$ cat src/rtl/sdram_port_arbiter.sv
// sdram_port_arbiter
// Shares the byte-wide SDRAM port between the ioctl loader (writes), the
// cassette reader and the cartridge ROM fetch path (reads). One access runs
// at a time: IDLE arbitrates, ISSUE strobes, WAIT counts out the fixed
// latency, DONE acknowledges the owner.

module sdram_port_arbiter #(
    parameter int AW     = 25,
    parameter int RD_LAT = 4,   // sd_rd pulse to valid sd_dout, 1..15
    parameter int WR_LAT = 2    // recovery after sd_we pulse, 1..15
) (
    input  logic          clk,
    input  logic          reset,      // asynchronous, active low

    input  logic          ld_req,
    input  logic [AW-1:0] ld_addr,
    input  logic [7:0]    ld_data,
    output logic          ld_ack,

    input  logic          cas_req,
    input  logic [AW-1:0] cas_addr,
    output logic          cas_ack,
    output logic [7:0]    cas_data,

    input  logic          crt_req,
    input  logic [AW-1:0] crt_addr,
    output logic          crt_ack,
    output logic [7:0]    crt_data,

    output logic [AW-1:0] sd_addr,
    output logic [7:0]    sd_din,
    output logic          sd_rd,
    output logic          sd_we,
    input  logic [7:0]    sd_dout,

    output logic          busy,
    output logic [1:0]    grant
);

    typedef enum logic [1:0] {
        S_IDLE  = 2'd0,
        S_ISSUE = 2'd1,
        S_WAIT  = 2'd2,
        S_DONE  = 2'd3
    } state_t;

    localparam logic [1:0] G_NONE = 2'd0;
    localparam logic [1:0] G_LD   = 2'd1;
    localparam logic [1:0] G_CAS  = 2'd2;
    localparam logic [1:0] G_CRT  = 2'd3;

    localparam logic [3:0] RD_CNT = RD_LAT[3:0];
    localparam logic [3:0] WR_CNT = WR_LAT[3:0];

    state_t     state;
    state_t     state_next;
    logic [1:0] winner;
    logic [3:0] wait_cnt;
    logic       rr_crt;     // 1: cartridge wins the next cas/crt tie

    // Arbitration and next-state decode.
    always_comb begin
        // NOTE: every variable gets a default before any branch so no path
        // leaves it unassigned, which would otherwise infer a latch.
        state_next = state;
        winner     = G_NONE;

        if (ld_req)
            winner = G_LD;
        else if (cas_req && crt_req)
            winner = rr_crt ? G_CRT : G_CAS;
        else if (cas_req)
            winner = G_CAS;
        else if (crt_req)
            winner = G_CRT;

        case (state)
            S_IDLE:  if (winner != G_NONE) state_next = S_ISSUE;
            S_ISSUE: state_next = S_WAIT;
            S_WAIT:  if (wait_cnt == 4'd1) state_next = S_DONE;
            S_DONE:  state_next = S_IDLE;
            default: state_next = S_IDLE;
        endcase
    end

    // Strobes, acks and busy are decoded from registered state and owner.
    always_comb begin
        sd_rd   = (state == S_ISSUE) && (grant != G_LD);
        sd_we   = (state == S_ISSUE) && (grant == G_LD);
        ld_ack  = (state == S_DONE)  && (grant == G_LD);
        cas_ack = (state == S_DONE)  && (grant == G_CAS);
        crt_ack = (state == S_DONE)  && (grant == G_CRT);
        busy    = (state != S_IDLE);
    end

    // State register.
    always_ff @(posedge clk or negedge reset) begin
        // NOTE: sequential state uses non-blocking assignments so every
        // register samples pre-edge values regardless of block ordering.
        if (!reset)
            state <= S_IDLE;
        else
            state <= state_next;
    end

    // Owner, address/data latches, latency counter, read data capture and
    // the round-robin pointer.
    always_ff @(posedge clk or negedge reset) begin
        if (!reset) begin
            grant    <= G_NONE;
            sd_addr  <= '0;
            sd_din   <= '0;
            cas_data <= '0;
            crt_data <= '0;
            wait_cnt <= '0;
            rr_crt   <= 1'b0;
        end else begin
            case (state)
                S_IDLE: begin
                    grant <= winner;
                    case (winner)
                        G_LD: begin
                            sd_addr <= ld_addr;
                            sd_din  <= ld_data;
                        end
                        G_CAS: begin
                            sd_addr <= cas_addr;
                            rr_crt  <= 1'b1;
                        end
                        G_CRT: begin
                            sd_addr <= crt_addr;
                            rr_crt  <= 1'b0;
                        end
                        default: ;
                    endcase
                end
                S_ISSUE: begin
                    wait_cnt <= (grant == G_LD) ? WR_CNT : RD_CNT;
                end
                S_WAIT: begin
                    wait_cnt <= wait_cnt - 4'd1;
                    if (wait_cnt == 4'd1) begin
                        if (grant == G_CAS) cas_data <= sd_dout;
                        if (grant == G_CRT) crt_data <= sd_dout;
                    end
                end
                S_DONE: begin
                    grant <= G_NONE;
                end
                default: ;
            endcase
        end
    end

endmodule

$ cat config.mk
export PLATFORM = sky130hd
export DESIGN_NAME = sdram_port_arbiter
export DESIGN_NICKNAME = d
export VERILOG_FILES = /design/src/rtl/sdram_port_arbiter.sv
export SDC_FILE = /design/constraint.sdc
export NUM_CORES = 1
export LEC_CHECK = 0
export ABC_AREA = 1
export BUFFER_PORTS_ARGS = -buffer_cell sky130_fd_sc_hd__buf_2
export CORE_MARGIN = 4
export CORE_UTILIZATION = 45
export DETAILED_ROUTE_END_ITERATION = 6
export PLACE_DENSITY = 0.74
export SLEW_MARGIN = 5
export SYNTH_ARGS = -nofsm -noshare
export SYNTH_HDL_FRONTEND = slang
export SYNTH_SLANG_ARGS = --single-unit
$ cat constraint.sdc
create_clock -name clk -period 3.65 [get_ports clk]
set_clock_uncertainty 0.05 [all_clocks]
set_input_delay 0.1825 -clock clk [delete_from_list [all_inputs] [get_ports clk]]
set_output_delay 0.1825 -clock clk [all_outputs]
set_load 0.01 [all_outputs]
-- Word level (Yosys, flattened, before mapping)
Cells that the tools add are included.
- flip-flop bits (word level): 58
- bits of input ports: 96
- output and inout port bits: 57
- add/subtract/negate cells: 1
- equal/unequal tests: 13
- muxes and demuxes: 13
- reduce and logical (&&, ||, !) cells: 19
- operators by type and width (kind ; count):
    one-hot mux 25 bit (3 select lines) ; 1
    == test 2 bit (second input constant) ; 6
    2-to-1 mux 2 bit ; 6
    nonzero test 2 bit ; 5
    one-hot mux 2 bit (4 select lines) ; 1
    one-hot mux 4 bit (2 select lines) ; 1
    AND reduction 2 bit ; 4
    == test 2 x 1 -> 1 bit (second input constant) ; 3
    logical AND 1 bit ; 6
    AND reduction 3 bit ; 2
    == test 4 x 1 -> 1 bit (second input constant) ; 1
    inequality test 2 bit (second input constant) ; 2
    one-hot mux 2 bit (2 select lines) ; 1
    subtractor 4 x 1 -> 4 bit (second input constant) ; 1
    2-to-1 mux 3 bit ; 1
    nonzero test 3 bit ; 1
    logical NOT 2 bit ; 1
    inequality test 2 x 1 -> 1 bit (second input constant) ; 1
    one-hot mux 1 bit (2 select lines) ; 1
    2-to-1 mux 1 bit ; 1

-- Depth between registers and ports, before layout
Gate-level depths: netlist of run 1.
- depth after elaboration: 7
- depth in mapped cells: 9

-- Worst setup path after synthesis of run 1
Ideal clock, no wire load.
- path type: register to register
- start point: register state[0]
- end point: register cas_data[0]
- arrival: 1.313 ns
- data required time: 3.474 ns
- slack: 2.161 ns
- stages on the path, launching flop included: 7
- buffers on the path: 1
- clock period less this slack: 1.489 ns
- cell sequence: dfrtp_1 -> inv_1 -> ha_1 -> inv_2 -> nor3_4 -> buf_6 -> o21ai_0
- longest elaborated chain between the ends: 2
- ends and longest elaborated chain (what ; RTL line ; source):
    from (decl) ; 55 ; state_t state;
    from (signal assigned) ; 103 ; state <= state_next;
    == test 2 bit ; 118 ; case (state)
    AND reduction 3 bit (no line) ; n/a ;
    to (signal assigned) ; 143 ; if (grant == G_CAS) cas_data <= sd_dout;
    to (decl) ; 23 ; output logic [7:0] cas_data,
No other way between the ends.
A chain may end at the register's enable or synchronous reset.

-- Worst setup path in the final report of run 1
- start point: input port ld_req
- end point: register sd_addr[23]
- longest elaborated chain between the ends: 4
- elaborated cells on any way between the ends: 7
- ends and longest elaborated chain (what ; RTL line ; source):
    from (decl) ; 15 ; input logic ld_req,
    2-to-1 mux 2 bit (*) ; 68 ; if (ld_req)
    == test 2 bit or == test 2 x 1 -> 1 bit (tied branches) ; 121 ; case (winner)
    nonzero test 3 bit (no line) ; n/a ;
    AND reduction 2 bit (no line) ; n/a ;
    to (signal assigned) ; 123 ; sd_addr <= ld_addr;
    to (signal assigned) ; 127 ; sd_addr <= cas_addr;
    to (signal assigned) ; 131 ; sd_addr <= crt_addr;
    to (decl) ; 30 ; output logic [AW-1:0] sd_addr,
Every way passes the cells marked *; elsewhere a longest branch is shown, timed or not.

==> impl_metrics.tcl, run 1 <==
set metrics [dict create \
    drv_slew 0 \
    critPathKind "in -> reg" \
    grt_pass1_wl_um 14300 \
    coreArea_mm2 0.00725 \
    holdCritPathClass "in -> reg" \
    clkTransAtPathRegs_ps 70 \
    p_per_area_mw_per_mm2 738 \
    holdPathEnd "crt_data[7]$_DFFE_PN0P_" \
    cp-start-kind "input port" \
    cts.sinks 58 \
    netlist_area_mm2 0.00334 \
    die_w_um 94.2 \
    reg2reg_to "sd_addr[23]$_DFFE_PN0P_" \
    cp-startpoint "ld_req" \
    fillers 700 \
    place_hpwl_um 6450 \
    synth_cell_types 23 \
    antennaDiodeCount 0 \
    synth_fa_ha_area_share_pct 2.62 \
    die_h_um 94.2 \
    p_leak_nw 2.51 \
    rows 31 \
    cts_made_buffers 9 \
    yosysWarnings 0 \
    dr_total_vias 3340 \
    busiest_layer "met2" \
    use_met3_pct 4.17 \
    drt.antenna.violating_nets 0 \
    grt_pass1_vias 3156 \
    worstSkewPairLatency_ps 330 \
    antenna_found_initial 0 \
    final.min_clock_period_ps 2010 \
    grt_use_total_pct 20.5 \
    ys_seq_elements 58 \
    drcViolationCount 0 \
    grt_overflow 0 \
    ctsResizeCount 0 \
    drt-pass1-iter-count 4 \
    yosys.area_share.xor_xnor_pct 0.524 \
    use_met1_pct 24.5 \
    syn_nets 559 \
    p_int_mw 1.88 \
    switching_share_pct 41.1 \
    hold_violations 0 \
    synth_compound_area_share_pct 4.08 \
    syn-instance-count 456 \
    grt_max_degree 51 \
    power_mw 3.20 \
    r2r_start "state[0]$_DFFE_PN0P_" \
    yosys.area_share.simple_pct 31.7 \
    ys_seq_area_share_pct 43.4 \
    drive_above_1_share_pct 30.9 \
    ys.flop_type "dfrtp_1" \
    synth_edf_count 0 \
    peakVddDrop_v 0.000343 \
    gp_congestion 0.871 \
    clockRootBuffer "clkbuf_8" \
    start_util_pct 46.1 \
    rr_worst_depth 7 \
    critical_path_arrival_ps 2180 \
    seqPwrFrac_pct 34.2 \
    cap_violations 0 \
    end_kind "flip-flop" \
    cp.required_ps 3830 \
    worst_slew_pin_slew_ps 865 \
    wl_um 8970 \
    ios 153 \
    die_area_mm2 0.00888 \
    hold_depth 3 \
    synthArstFlopShare_pct 100 \
    seqCellArea_mm2 0.00145 \
    synth_mux_area_share_pct 2.69 \
    maxSlewHeadroom_pct 42.1 \
    fin_setup_tns_ps 0 \
    clkPwrFrac_pct 20.3 \
    rsz0062_at_grt "no" \
    setup_viol 0 \
    fmax_mhz 498 \
    multi_input_area_mm2 0.00139 \
    p_sw_mw 1.31 \
    hp-start "sd_dout[7]" \
    r2r_slack_ps 1730 \
    drtIter0Drc 176 \
    area_growth_pct 29.6 \
    htreeDepth 3 \
    viasPerCell 4.74 \
    outcome "finished clean" \
    nets 703 \
    finalCritPeriodShare_pct 55.0 \
    met2_usage_pct 35.1 \
    routedWlPerCell_um 12.7 \
    numPortBuffers 152 \
    cts_tree "built" \
    synth_top_family_by_area "simple AND/OR/NAND/NOR gates" \
    critPathMaxFanout 50 \
    p_comb_share_pct 45.4 \
    syn_avg_cell_area_um2 7.33 \
    cts_buffer_depth 2 \
]
==> per-stage QoR <==
stage	hold slack, ps	util, %	setup slack, ps	cell area [µm²]	std cells
floorplan	-163	-	2160	3340	456
global placement	175	56.6	1360	4110	687
detailed placement	182	56.6	1280	4110	687
CTS	2.68	59.8	1640	4330	704
global route	12.8	59.8	1370	4330	704
finish	10.8	59.8	1640	4330	704
==> cells in the final DEF (no fill, tap or decap) <==
cell type	netlist	routed
nand2_2	3	3
clkinvlp_4	0	2
buf_2	5	152
mux2_2	8	8
xnor2_1	1	1
nor2_1	35	35
nand2_1	110	110
inv_1	97	97
dlygate4sd3_1	0	1
nor3_4	1	1
nand4_1	25	25
a21oi_1	2	2
nor3_1	1	1
inv_2	2	2
nand3_2	1	1
clkinv_2	0	2
ha_1	7	7
buf_4	8	1
clkinv_4	0	1
clkbuf_8	0	9
dfrtp_1	58	58
xor2_1	1	1
o22ai_1	1	1
o21ai_0	24	24
nor2_4	3	3
nand3_1	55	55
bufinv_16	0	2
==> repair_timing <==
item / 4_1_cts / 5_1_grt
hold buffers: 1 / 0
endpoints found under the hold margin: 25 / 0
buffers inserted: 0 / 0
==> sequential cells by signal, summed over array words and instances, names as in the netlist <==
name / cells
cas_data: 8
crt_data: 8
sd_din: 8
state: 2
rr_crt: 1
sd_addr: 25
wait_cnt: 4
grant: 2
==> cell type report <==
cell class | count | area share, %
inverters | 99 | 8.57
well taps | 99 | 2.86
flip-flops and latches | 58 | 33.5
clock buffers | 9 | 2.86
clock inverters | 7 | 2.17
multi-input cells | 278 | 32.1
repair buffers | 154 | 18.0
==> critical path, cell delays in order <==
cell and delay [ps]:
buf_2 470, inv_2 360, nand2_1 190, nand2_2 490, nor2_1 260, nand3_1 90, nand2_1 60, inv_1 40
==> cell families (layout without fill, tap and decap cells) <==
logic type | Yosys count | count (layout)
XOR/XNOR | 2 | 2
adder cells (fa/ha/maj) | 7 | 7
buffers and inverters | 120 | 269
AND/OR/NAND/NOR | 234 | 234
multiplexers | 8 | 8
AO/OA/AOI/OAI | 27 | 27
flip-flops | 58 | 58
==> worst max-delay path by stage <==
stage                                          to  slack [ps]  cells after the start
after CTS                  sd_addr[1]$_DFFE_PN0P_        1640                      8
final                     sd_addr[23]$_DFFE_PN0P_        1640                      8
after global routing      sd_addr[24]$_DFFE_PN0P_        1370                      8
after floorplan           cas_data[0]$_DFFE_PN0P_        2160                      6
after detailed placement   sd_addr[1]$_DFFE_PN0P_        1280                      8
after global placement    sd_addr[18]$_DFFE_PN0P_        1360                      8
==> power groups by stage <==
stage          clock network (mW)  registers [mW]  logic, mW
6_report                    0.651            1.09       1.45
3_3_place_gp                    0            1.09       1.43
4_1_cts                     0.665            1.10       1.48
3_5_place_dp                    0            1.11       1.47
5_1_grt                     0.699            1.13       1.67
2_1_floorplan                   0            1.21      0.861
==> synth_stat cells, types with 5 or more instances <==
master	instances	area share (%)
nand2_1	110	12
inv_1	97	11
dfrtp_1	58	43
nand3_1	55	8.2
nor2_1	35	3.9
nand4_1	25	4.7
o21ai_0	24	3.6
buf_4	8	1.8
mux2_2	8	2.7
ha_1	7	2.6
clkbuf_1	6	0.67
buf_2	5	0.75
==> layer usage <==
| metal | up-vias | share of wire (%) |
|---|---|---|
| met2 | 143 | 48 |
| met4 | 0 | 2.0 |
| li1 | 1689 | - |
| met5 | - | 0 |
| met1 | 1488 | 42 |
| met3 | 20 | 8.3 |
No activity file was read; power rests on OpenSTA's default activity.
==> run 2, diff against run 1 <==
--- a/config.mk
+++ b/config.mk
@@ -8,7 +8,7 @@
 export ABC_AREA = 1
 export BUFFER_PORTS_ARGS = -buffer_cell sky130_fd_sc_hd__buf_2
 export CORE_MARGIN = 4
-export CORE_UTILIZATION = 45
+export CORE_UTILIZATION = 43
 export DETAILED_ROUTE_END_ITERATION = 6
 export PLACE_DENSITY = 0.74
 export SLEW_MARGIN = 5
==> constraint.sdc (replaced) <==
create_clock -name clk -period 1.7 [get_ports clk]
set_clock_uncertainty 0.05 [all_clocks]
set_input_delay 0.085 -clock clk [delete_from_list [all_inputs] [get_ports clk]]
set_output_delay 0.085 -clock clk [all_outputs]
set_load 0.01 [all_outputs]
==> run 2 against run 1 <==
Flip-flop and latch count did not move. Via count rose by 4.6%. Sequential power rose by 120%. Die area rose by 4.2%. Combinational power rose by 120%. Non-clock buffer count rose by 23. Count of clock-buffer cells in the layout rose by 1. Utilization rose by 2.1 points. Power rose by 120%. Critical path depth fell by 4. Critical path type is now reg -> reg. Critical endpoint is now sd_din[6]$_DFFE_PN0P_. Highest routed layer unchanged.
==> impl_metrics.tcl, run 2 (same netlist as run 1, synthesis figures left out) <==
set metrics [dict create \
    wl_met3_um 784 \
    hold_violations 0 \
    fin_setup_tns_ps 0 \
    critical_path_arrival_ps 1730 \
    drt-pass1-iter-count 4 \
    routedWlPerCell_um 12.8 \
    cp.depth 4 \
    hold_depth 5 \
    grt_pass1_vias 3345 \
    drtIter0Drc 157 \
    drv_slew 0 \
    rsz0062_at_grt "no" \
    grt_max_degree 51 \
    peakVddDrop_v 0.000936 \
    cp.buffers_inverters 1 \
    grt_pass1_wl_um 14800 \
    grt_use_total_pct 20.6 \
    nets 726 \
    mostFrequentLayoutCells "buf_2 (152), nand2_1 (110), inv_1 (97)" \
    finalCritPeriodShare_pct 91.5 \
    viasPerCell 4.80 \
    layout_commonest_cell "buf_2" \
    gp_congestion 0.763 \
    path_delay_family "flip-flops" \
    met1_length_um 3760 \
    grt_overflow 0 \
    end_kind "flip-flop" \
    cp.required_ps 1880 \
    dpl-instance-area_mm2 0.00418 \
    antenna_found_initial 0 \
    place_hpwl_um 6690 \
    holdCritPathClass "in -> reg" \
    dr_total_vias 3493 \
    wl_um 9280 \
    p_leak_nw 2.63 \
    setup_viol 0 \
    htreeDepth 3 \
    ios 153 \
    largest_reg_flops 25 \
    cts_buffer_depth 2 \
    cts_made_buffers 9 \
    final.min_clock_period_ps 1560 \
    cts.sinks 58 \
    antennaDiodeCount 0 \
    final_design_area_no_fill_mm2 0.00458 \
    cts_tree "built" \
    drive_above_1_share_pct 31.1 \
    worstPathCellList "inv_1 -> ha_1 -> nand2_1 -> mux2_2" \
    outcome "finished clean" \
    rows 31 \
    clockRootBuffer "clkbuf_8" \
    critPathKind "reg -> reg" \
    area_growth_pct 36.9 \
    critPathSlowestCell "dfrtp_1" \
    worstSkewPairLatency_ps 340 \
    drt.antenna.violating_nets 0 \
    top_register "sd_addr" \
    maxSlewHeadroom_pct 62.2 \
    die_w_um 96.2 \
    fillers 714 \
    drcViolationCount 0 \
    met2_length_um 4570 \
    cap_violations 0 \
    die_h_um 96.2 \
    cp-start-kind "flip-flop" \
    die_area_mm2 0.00925 \
    start_util_pct 45.1 \
    top_layer "met4" \
    worst_slew_pin_slew_ps 565 \
    coreArea_mm2 0.00741 \
    fmax_mhz 643 \
    rr_worst_depth 4 \
    numPortBuffers 152 \
    critPathMaxFanout 8 \
    p_per_area_mw_per_mm2 1530 \
    worst_path_largest_cell_delay_ps 400 \
    clkTransAtPathRegs_ps 70 \
]
run 2: worst min-delay path, stage by stage:
cell	delay (ps)
buf_2	70
nand3_1	70
nand3_1	80
nand2_1	50
inv_1	40
run 2: power by group:
group / internal [mW] / total [mW] / leakage [nW] / switching [mW]
Clock: 0.830 / 1.41 / 0.107 / 0.575
Sequential: 2.01 / 2.35 / 0.635 / 0.347
Combinational: 1.30 / 3.25 / 1.88 / 1.95
Total: 4.14 / 7.01 / 2.63 / 2.87
run 2: worst paths after layout:
| check | startpoint | endpoint | slack, ps |
|---|---|---|---|
| setup reg to reg | state[0]$_DFFE_PN0P_ | sd_din[6]$_DFFE_PN0P_ | 140 |
| hold / removal | cas_addr[23] | sd_addr[23]$_DFFE_PN0P_ | 30 |
| hold reg to reg | crt_data[5]$_DFFE_PN0P_ | crt_data[5]$_DFFE_PN0P_ | 450 |
| setup / recovery | state[0]$_DFFE_PN0P_ | sd_din[6]$_DFFE_PN0P_ | 140 |
| max in group asynchronous | reset | crt_data[0]$_DFFE_PN0P_ | 810 |
| min in group asynchronous | reset | sd_addr[12]$_DFFE_PN0P_ | 220 |
run 2: area by class of cell:
type	instances	area [µm²]	area share [%]
Clock buffer	10	128	2.79
Clock inverter	6	90.1	1.97
Inverter	99	372	8.11
Multi-Input combinational cell	278	1400	30.5
Sequential cell	58	1450	31.7
Tap cell	99	124	2.70
Timing Repair Buffer	177	1020	22.2
run 2: timing repair:
action                     in CTS  in global routing
setup endpoints to repair       0                  9
gates resized for setup         0                  2
setup buffers                   0                  0
hold buffers                   17                  0
hold endpoints to repair       46                  0
run 2: stage by stage:
stage | worst slack [ps] | instances | utilization, % | hold WS, ps | power [mW]
after floorplan | 211 | 456 | - | -261 | 4.44
after global placement | 120 | 694 | 56.5 | 42.9 | 5.51
after detailed placement | 31.5 | 694 | 56.5 | 50.1 | 5.61
after CTS | 26.8 | 727 | 61.7 | 19.3 | 7.08
after global routing | 1.89 | 727 | 61.8 | 43.8 | 7.67
final | 145 | 727 | 61.8 | 33.3 | 7.01
run 2: per-layer routing:
metal,GRT usage [%],up-vias
met1,23.8,1620
met3,5.71,16
met5,0,-
li1,-,1736
met4,7.35,0
met2,36.3,121
